## src/rtl/mvm_out_collector.sv

```systemverilog
// mvm_out_collector: captures the K serial 2B-bit MVM results that follow mvm_done,
// requantizes each to B bits (optional ReLU, round-half-up arithmetic shift, saturation),
// and buffers them in a first-word-fall-through FIFO on a valid/ready stream.
// Ports:
//   clk, reset       clock (rising edge), asynchronous active-low reset
//   mvm_done         rising level starts one capture of K results
//   mvm_data [2B]    signed MVM result stream, y[i] valid at capture posedge i
//   relu_en          forces negative results to zero (sampled per result)
//   out_data [B]     signed requantized FIFO head (0 when empty)
//   out_last         head entry is the last result of its vector
//   out_valid        FIFO non-empty
//   out_ready        consumer accepts head when out_valid && out_ready
//   busy             capture FSM not idle
//   saturated        sticky: some result clipped
//   overrun          sticky: some result dropped because the FIFO was full
module mvm_out_collector #(
  parameter int unsigned K     = 16,
  parameter int unsigned B     = 8,
  parameter int unsigned SHIFT = 4,
  parameter int unsigned LAT   = 1,
  parameter int unsigned DEPTH = 16
) (
  input  logic           clk,
  input  logic           reset,
  input  logic           mvm_done,
  input  logic [2*B-1:0] mvm_data,
  input  logic           relu_en,
  output logic [B-1:0]   out_data,
  output logic           out_last,
  output logic           out_valid,
  input  logic           out_ready,
  output logic           busy,
  output logic           saturated,
  output logic           overrun
);

  localparam int unsigned DW       = 2 * B;
  localparam int unsigned IW       = DW + 1;
  localparam int unsigned IDX_W    = (K > 1) ? $clog2(K) : 1;
  localparam int unsigned DLY_W    = (LAT > 2) ? $clog2(LAT) : 1;
  localparam int unsigned DLY_LOAD = (LAT >= 2) ? (LAT - 2) : 0;
  localparam int unsigned PTR_W    = $clog2(DEPTH);
  localparam int unsigned CNT_W    = $clog2(DEPTH + 1);

  localparam logic signed [IW-1:0] RND_V = (IW'(1) << SHIFT) >> 1;
  localparam logic signed [IW-1:0] MAX_V = IW'((2 ** (B - 1)) - 1);
  localparam logic signed [IW-1:0] MIN_V = ~MAX_V;

  typedef enum logic [1:0] {
    S_IDLE,
    S_WAIT,
    S_CAPTURE
  } state_t;

  state_t             state_q, state_d;
  logic [IDX_W-1:0]   idx_q, idx_d;
  logic [DLY_W-1:0]   dly_q, dly_d;
  logic               done_q;
  logic               capture_c;
  logic               cap_last_c;

  logic signed [IW-1:0] v_c, r_c;
  logic                 sat_c;
  logic [B-1:0]         q_c;

  logic [B-1:0]       mem_data [DEPTH];
  logic               mem_last [DEPTH];
  logic [PTR_W-1:0]   wr_ptr_q, rd_ptr_q;
  logic [CNT_W-1:0]   count_q, count_d;
  logic               full_c, pop_c, do_push_c, drop_c;
  logic               valid_q, busy_q, sat_q, ovr_q;

  // Capture FSM state register and counters
  always_ff @(posedge clk or negedge reset) begin
    if (!reset) begin
      state_q <= S_IDLE;
      idx_q   <= '0;
      dly_q   <= '0;
      done_q  <= 1'b0;
    end else begin
      state_q <= state_d;
      idx_q   <= idx_d;
      dly_q   <= dly_d;
      done_q  <= mvm_done;
    end
  end

  // Next state; the posedge that leaves WAIT/IDLE into CAPTURE is LAT posedges
  // after the rising done, so the first CAPTURE-state posedge samples y[0].
  always_comb begin
    state_d    = state_q;
    idx_d      = idx_q;
    dly_d      = dly_q;
    capture_c  = 1'b0;
    cap_last_c = 1'b0;
    case (state_q)
      S_IDLE: begin
        if (mvm_done && !done_q) begin
          idx_d = '0;
          if (LAT == 0) begin
            // y[0] is already on the bus at this posedge
            capture_c  = 1'b1;
            cap_last_c = (K == 1);
            if (K > 1) begin
              idx_d   = IDX_W'(1);
              state_d = S_CAPTURE;
            end
          end else if (LAT == 1) begin
            state_d = S_CAPTURE;
          end else begin
            dly_d   = DLY_W'(DLY_LOAD);
            state_d = S_WAIT;
          end
        end
      end
      S_WAIT: begin
        if (dly_q == '0) begin
          state_d = S_CAPTURE;
        end else begin
          dly_d = dly_q - DLY_W'(1);
        end
      end
      S_CAPTURE: begin
        capture_c  = 1'b1;
        cap_last_c = (idx_q == IDX_W'(K - 1));
        if (cap_last_c) begin
          idx_d   = '0;
          state_d = S_IDLE;
        end else begin
          idx_d = idx_q + IDX_W'(1);
        end
      end
      default: state_d = S_IDLE;
    endcase
  end

  // Requantize: ReLU, round-half-up arithmetic shift, clip to B bits
  always_comb begin
    v_c   = (relu_en && mvm_data[DW-1]) ? '0 : {mvm_data[DW-1], mvm_data};
    r_c   = (v_c + RND_V) >>> SHIFT;
    sat_c = 1'b0;
    q_c   = r_c[B-1:0];
    if (r_c > MAX_V) begin
      sat_c = 1'b1;
      q_c   = {1'b0, {(B-1){1'b1}}};
    end else if (r_c < MIN_V) begin
      sat_c = 1'b1;
      q_c   = {1'b1, {(B-1){1'b0}}};
    end
  end

  // FIFO control; a push at full only succeeds if the head leaves in the same cycle
  always_comb begin
    full_c    = (count_q == CNT_W'(DEPTH));
    pop_c     = valid_q && out_ready;
    do_push_c = capture_c && (!full_c || pop_c);
    drop_c    = capture_c && full_c && !pop_c;
    count_d   = count_q + CNT_W'(do_push_c) - CNT_W'(pop_c);
  end

  // FIFO storage (no reset needed; reads are masked by valid)
  always_ff @(posedge clk) begin
    if (do_push_c) begin
      mem_data[wr_ptr_q] <= q_c;
      mem_last[wr_ptr_q] <= cap_last_c;
    end
  end

  // FIFO pointers, occupancy, registered status outputs
  always_ff @(posedge clk or negedge reset) begin
    if (!reset) begin
      wr_ptr_q <= '0;
      rd_ptr_q <= '0;
      count_q  <= '0;
      valid_q  <= 1'b0;
      busy_q   <= 1'b0;
      sat_q    <= 1'b0;
      ovr_q    <= 1'b0;
    end else begin
      if (do_push_c) wr_ptr_q <= wr_ptr_q + PTR_W'(1);
      if (pop_c)     rd_ptr_q <= rd_ptr_q + PTR_W'(1);
      count_q <= count_d;
      valid_q <= (count_d != '0);
      busy_q  <= (state_d != S_IDLE);
      if (capture_c && sat_c) sat_q <= 1'b1;
      if (drop_c)             ovr_q <= 1'b1;
    end
  end

  assign out_valid = valid_q;
  assign out_data  = valid_q ? mem_data[rd_ptr_q] : '0;
  assign out_last  = valid_q ? mem_last[rd_ptr_q] : 1'b0;
  assign busy      = busy_q;
  assign saturated = sat_q;
  assign overrun   = ovr_q;

endmodule
```

## config.mk

```make
export PLATFORM = sky130hd
export DESIGN_NAME = mvm_out_collector
export DESIGN_NICKNAME = d
export VERILOG_FILES = /design/src/rtl/mvm_out_collector.sv
export SDC_FILE = /design/constraint.sdc
export NUM_CORES = 1
export LEC_CHECK = 0
export CAP_MARGIN = 20
export CORE_MARGIN = 1
export CORE_UTILIZATION = 65
export DETAILED_ROUTE_END_ITERATION = 10
export PLACE_DENSITY_LB_ADDON = 0.15
export SYNTH_ARGS = -nofsm -noshare
export SYNTH_HDL_FRONTEND = slang
export SYNTH_SLANG_ARGS = --single-unit
export TNS_END_PERCENT = 5
```

## constraint.sdc

```tcl
create_clock -name clk -period 4.5 [get_ports clk]
set_input_delay 1.35 -clock clk [delete_from_list [all_inputs] [get_ports clk]]
set_output_delay 1.35 -clock clk [all_outputs]
set_load 0.005 [all_outputs]
```

# Yosys cells after proc, flatten, opt, wreduce, memory -nomap -nowiden
# Memories as Yosys holds them, arrays and structs flattened.
# Index checks and enable logic that the tools add are counted.
# word_totals
reg_bits	25
ram_bits	144
inputBits	21
out_inout_bits	13
elab_cells	62
n_memories	2
# op_classes
add_sub_neg	7
magnitude_cmp	2
eq_ne	5
n_mux	19
reduce_logical	16
# mem_list
memory	words	width	rd	rd_ports_with_merged_regs	wr	line	text
mem_data	16	8	1	0	1	66	logic [B-1:0] mem_data [DEPTH];
mem_last	16	1	1	0	1	67	logic mem_last [DEPTH];
# op_table
op	n
$mux 8	3
$add 17x5->17 const B	1
$mux 17	1
$gt 13x8->1 const B	1
$lt 13x8->1 const B	1
$add 4x1->4 const B	3
$mux 1	8
$mux 4	2
$pmux 4 s2	1
$logic_and 1x1->1	7
$mux 2	3
$pmux 2 s3	1
$add 5x1->5	1
$eq 5x5->1 const B	1
$reduce_bool 5->1	1
$sub 5x1->5	1
$eq 4x4->1 const B	1
$reduce_bool 2->1	2
$logic_not 1->1	3
$eq 2x1->1 const B	1
$eq 2x2->1 const B	1
$logic_not 2->1	1
$ne 2x2->1 const B	1
$reduce_and 2->1	1
other kinds (2)	2

# Longest topological paths before layout
# depth
ltp_word	7
mapped_depth	15
depth_no_buf	14

# Least setup slack after synthesis
# OpenSTA, ideal clock, no wires.
# synth_path
path_type	input-to-reg
from	in mvm_data[15]
to	mem mem_data[0][3], data pin
setup_ns	0.341
arrival_ns	3.666
required_ns	4.159
path_slack_ns	0.493
stages	10
n_path_buf	1
cell_sequence	buf_2 > nand2_1 > and2_1 > ha_1 > a21boi_2 > nand2_1 > o31a_1 > a211oi_2 > a21oi_2 > o31ai_1
# synth_via
elab_chain_len	6
word_cells_on_any_way	7
# synth_lines
element	line	text
start: declaration	26	input logic [2*B-1:0] mvm_data,
$logic_and 1x1->1	139	v_c = (relu_en && mvm_data[DW-1]) ? '0 : {mvm_data[DW-1], mvm_data};
$mux 17 (*)	139	
$add 17x5->17 (*)	140	r_c = (v_c + RND_V) >>> SHIFT;
$lt 13x8->1	146	end else if (r_c < MIN_V) begin
$mux 8	146	
$mux 8 (*)	143	if (r_c > MAX_V) begin
via q_c[3]	64	logic [B-1:0] q_c;
end: declaration	66	
# Mark *: on every way through the listed nets, which the timed path passes. The rest lies on a longest branch.

# Final worst setup path
# layout_path
from	reg rd_ptr_q[0]
to	out out_data[2]
# layout_via
elab_chain_len	2
# layout_lines
element	line	text
start: declaration	68	logic [PTR_W-1:0] wr_ptr_q, rd_ptr_q;
start signal: assignment	181	if (pop_c) rd_ptr_q <= rd_ptr_q + PTR_W'(1);
$mem_v2 16x8	n/a	
$mux 8	191	assign out_data = valid_q ? mem_data[rd_ptr_q] : '0;
end: declaration	28	output logic [B-1:0] out_data,
# Every way passes these cells.

==> reports/results.env <==
RUN_STATUS='finished, final reports clean'
TOP_COUNT_CELL_POST_SYNTH='edfxtp_1'
MAX-CAP-VIOLATIONS=0
SWITCHING_SHARE=0.294
YOSYS_WARNINGS=0
FINALCRITICALPERIOD_PS=4370
POSTPLACECELLAREA_MM2=0.00780
YOSYSTOPAREACELLSHARE=0.596
DRT.ANTENNA.VIOLATING_NETS=0
TOTAL_LEAKAGE_POWER_uW=0.00286
CTS_TREE='done'
DETAIL_ROUTE.FIRST_PASS.ITERATIONS=4
POSTCTSSETUPBUFFERS=0
REG2REG_TO='out_valid'
FP-ROW-COUNT=38
POSTSYNTH.ASYNCRESETSHARE=0.143
HOLDBUFCOUNTCTS=0
TOP_LEVEL_PORTS=34
FILL_CELLS=609
AREA.GROWTH.SYNTH_TO_FINAL_PCT=15.4
GRT_ANTENNA_BEFORE_REPAIR=1
MAXSLEWVIOLCOUNT=0
GRT_OVERFLOW_TOTAL=0
AREA_LEADER_NETLIST='edfxtp_1'
NUMBER_OF_GLOBAL_ROUTE_VIAS_BEFORE_REPAIR=4025
FINALHOLDVIOLCOUNT=0
GRT_SETUP_UNREPAIRED='false'
FIN_HOLD_WS_PS=462
TIGHTESTPINTRANSITION_PS=1030
GRT.TOTAL_USAGE=0.281
YOSYS_REGISTER_BITS=168
WIRE_LENGTH_OF_THE_FIRST_GLOBAL_ROUTING_PASS_UM=22400
NET-SWITCHING-POWER_uW=1470
INSERTEDDIODECOUNT=0
CTS.SINKS=168
HOLDPATHEND='saturated'
MAX_STAGE_DELAY_PS=580
POWER.SHARE.COMBINATIONAL=0.320
WORST_SETUP_HOLD_PATH_CLK_SLEW_PS=60
WORST_R2R_PATH_DEPTH=13
CTS_INSERTED_BUFFERS=17
AVGVIACOUNTPERCELL=6.31
LARGEST_CELLS_BY_AREA_AFTER_SYNTHESIS='edfxtp_1, mux4_2, dfrtp_1, and2_1, ha_1'
SYNTH-EDFF-COUNT=144
PATH_CELLS='buf_12, mux4_2, mux4_2, and2_1, clkdlybuf4s50_1'
FINALCRITPERIODSHARE=0.972
ENDPOINT_KIND='output pin'
CRITICAL_PATH.TOP_DELAY_FAMILY='multiplexers'
CRIT_SLOWEST_CELL='dfrtp_4'
DIE_WIDTH_UM=108
PLACE.DETAILED.HPWL_UM=9390
MAPPEDNETLISTNETS=438
DRIVE_GT1_FRAC=0.234
CLK_LATENCY_PS=530
LAYOUT.CORE_UTILIZATION=0.773
FINALPOWER_uW=4980
REG2REG_FROM='out_valid'
CORE-AREA_MM2=0.0108
SYNTHFLOPTYPE='edfxtp_1'
PATH_MAX_FANOUT=16
NUMBER_OF_DISTINCT_LIBRARY_CELLS_AFTER_SYNTHESIS=54
WORSTHOLDSTART='saturated'
PATH_BUF_INV=2
YOSYSSEQAREASHARE=0.678
SYNTH.CELL_AREA_MM2=0.00726
START_UTIL=0.670
SEQPWRFRAC=0.415
CLKPWRFRAC=0.266
FIN_WORST_SKEW_PS=6.03
CLOCK_TREE.BUFFER_DEPTH=2
WIRE_PER_INST_UM=23.9
VIAS=3853
SETUP.WORST_PATH.START_CLASS='flip-flop'
DIE_AREA_MM2=0.0116
GP_CONGESTION=0.912
NETS=493
DRC=0
GRT_START_MAX_NET_PINS=40
CRITPATHREQUIREDTIME_PS=3150
VDD.IR_DROP.WORST_mV=0.485
HOLDPATHSTAGES=1
COMMONEST_CELLS_POST_SYNTH='edfxtp_1, mux4_2, and2_1, dfrtp_1, nand2_1'
TIMING.FINAL.SETUP_VIOLATIONS=0
CHIPHEIGHT_UM=108
TIMING.HOLD.WORST.CLASS='flip-flop to flip-flop'
CTS_ROOT_BUFFER='clkbuf_8'
GATE_COUNT_OF_THE_MAPPED_NETLIST=403
WORST_PATH_MOST_REPEATED_CELL='mux4_2'
INTERNAL_POWER_CONSUMPTION_uW=3510
ROUTED_WIRELENGTH_UM=14600
TIMING.SETUP.CRITICAL_PATH_CLASS='flip-flop to output pin'
SETUP.REG_TO_REG.WORST_SLACK_PS=1660
PLACE.PORT_BUFFERS=30
DETAIL_ROUTE.ITER0.VIOLATIONS=302
FINAL_CELL_AREA_MM2=0.00838
TIMING.CRITICAL_PATH.ARRIVAL_PS=3020
CTS-HTREE-LEVELS=4
CLOCK.FMAX_GHz=0.229
SLEW_HEADROOM=0.310
CELLPOWERDENSITY_mW_PER_MM2=594
SYNTH_AREA_PER_CELL_UM2=18.0
[worst reg2reg max path: stages, from the launching register on]
cell	delay [ps]
dfrtp_1	600
nand2_1	190
nand4_1	170
and2_1	180
inv_2	60
ha_1	280
inv_1	40
ha_1	200
fa_1	400
a21oi_1	190
o21bai_1	90
xnor2_1	150
nor2_1	110
nand2_1	70
[stage by stage]
step           std cells  TNS, ps  worst slack (ps)
3_5_place_dp         577    -1230             -77.1
5_1_grt              611        0              14.6
2_1_floorplan        403        0               493
6_report             611        0               126
3_3_place_gp         577        0              81.0
4_1_cts              609        0              56.9
[power by group through the flow]
| stage | logic, uW | registers [uW] | clock network [uW] |
|---|---|---|---|
| floorplan | 1120 | 1970 | 0 |
| global placement | 1520 | 2080 | 0 |
| detailed placement | 1590 | 2100 | 0 |
| CTS | 1610 | 2070 | 1340 |
| global route | 1720 | 2090 | 1390 |
| finish | 1590 | 2060 | 1320 |
[cell type report]
| type | instances | area (um^2) | share of cell area |
|---|---|---|---|
| Multi-Input combinational cell | 208 | 2170 | 0.259 |
| Tap cell | 140 | 175 | 0.0209 |
| Clock inverter | 14 | 125 | 0.0149 |
| Timing Repair Buffer | 51 | 515 | 0.0615 |
| Inverter | 12 | 45.0 | 0.00538 |
| Sequential cell | 168 | 4930 | 0.588 |
| Clock buffer | 18 | 418 | 0.0499 |
[per-layer routing]
metal	global-route usage	wire (um)	vias to the layer above
li1	-	-	1709
met1	0.352	5620	1959
met2	0.481	7760	161
met3	0.0666	959	22
met4	0.0988	240	2
met5	0	13	-
[worst max-delay path by stage]
| stage | endpoint | cells after the start | slack (ps) | from |
|---|---|---|---|---|
| after floorplan | mem_data[0][3] | 10 | 490 | mvm_data[15] |
| after CTS | out_data[2] | 5 | 60 | rd_ptr_q[0] |
| after global placement | mem_data[4][0] | 10 | 80 | relu_en |
| after global routing | out_data[2] | 5 | 10 | rd_ptr_q[0] |
| final | out_data[2] | 5 | 130 | rd_ptr_q[0] |
| after detailed placement | mem_data[5][0] | 10 | -80 | relu_en |
[kinds of logic (layout without fill, tap and decap cells)]
group	Yosys count	in the layout	synth area share
xor+xnor	17	17	0.0205
simple gates	88	88	0.0698
compound gates	39	39	0.0377
flops	168	168	0.678
fa+ha+maj	14	14	0.0252
buf+inv	27	95	0.0226
mux	49	49	0.145
other cells	1	1	0.000516
[repair_timing]
| item | 4_1_cts | 5_1_grt |
|---|---|---|
| setup endpoints to repair | 1 | 0 |
| gates resized for setup | 1 | 0 |
| endpoints found under the hold margin | 0 | 0 |
[state kept, by name (all words and copies together), names as in the netlist]
name	flops
out_valid	1
saturated	1
done_q	1
wr_ptr_q	4
overrun	1
mem_data	128
mem_last	16
state_q	2
count_q	5
rd_ptr_q	4
busy	1
idx_q	4
[layout by cell type (no fill, tap or decap), drive strengths merged, types with 3 or more instances in the layout]
master,synthesis,layout
buf,11,21
o21ai,9,9
clkdlybuf4s50,0,30
and3,3,3
xnor2,9,9
nor2,9,9
inv,12,15
clkbuf,4,18
nand3,7,7
and2,32,32
dfrtp,24,24
edfxtp,144,144
a21oi,6,6
xor2,8,8
o31ai,6,6
nand2,18,18
o21bai,3,3
a21o,3,3
mux4,45,45
nand4,9,9
clkinv,0,5
clkinvlp,0,5
ha,13,13
Note: power is estimated with default switching activity, not from simulation.
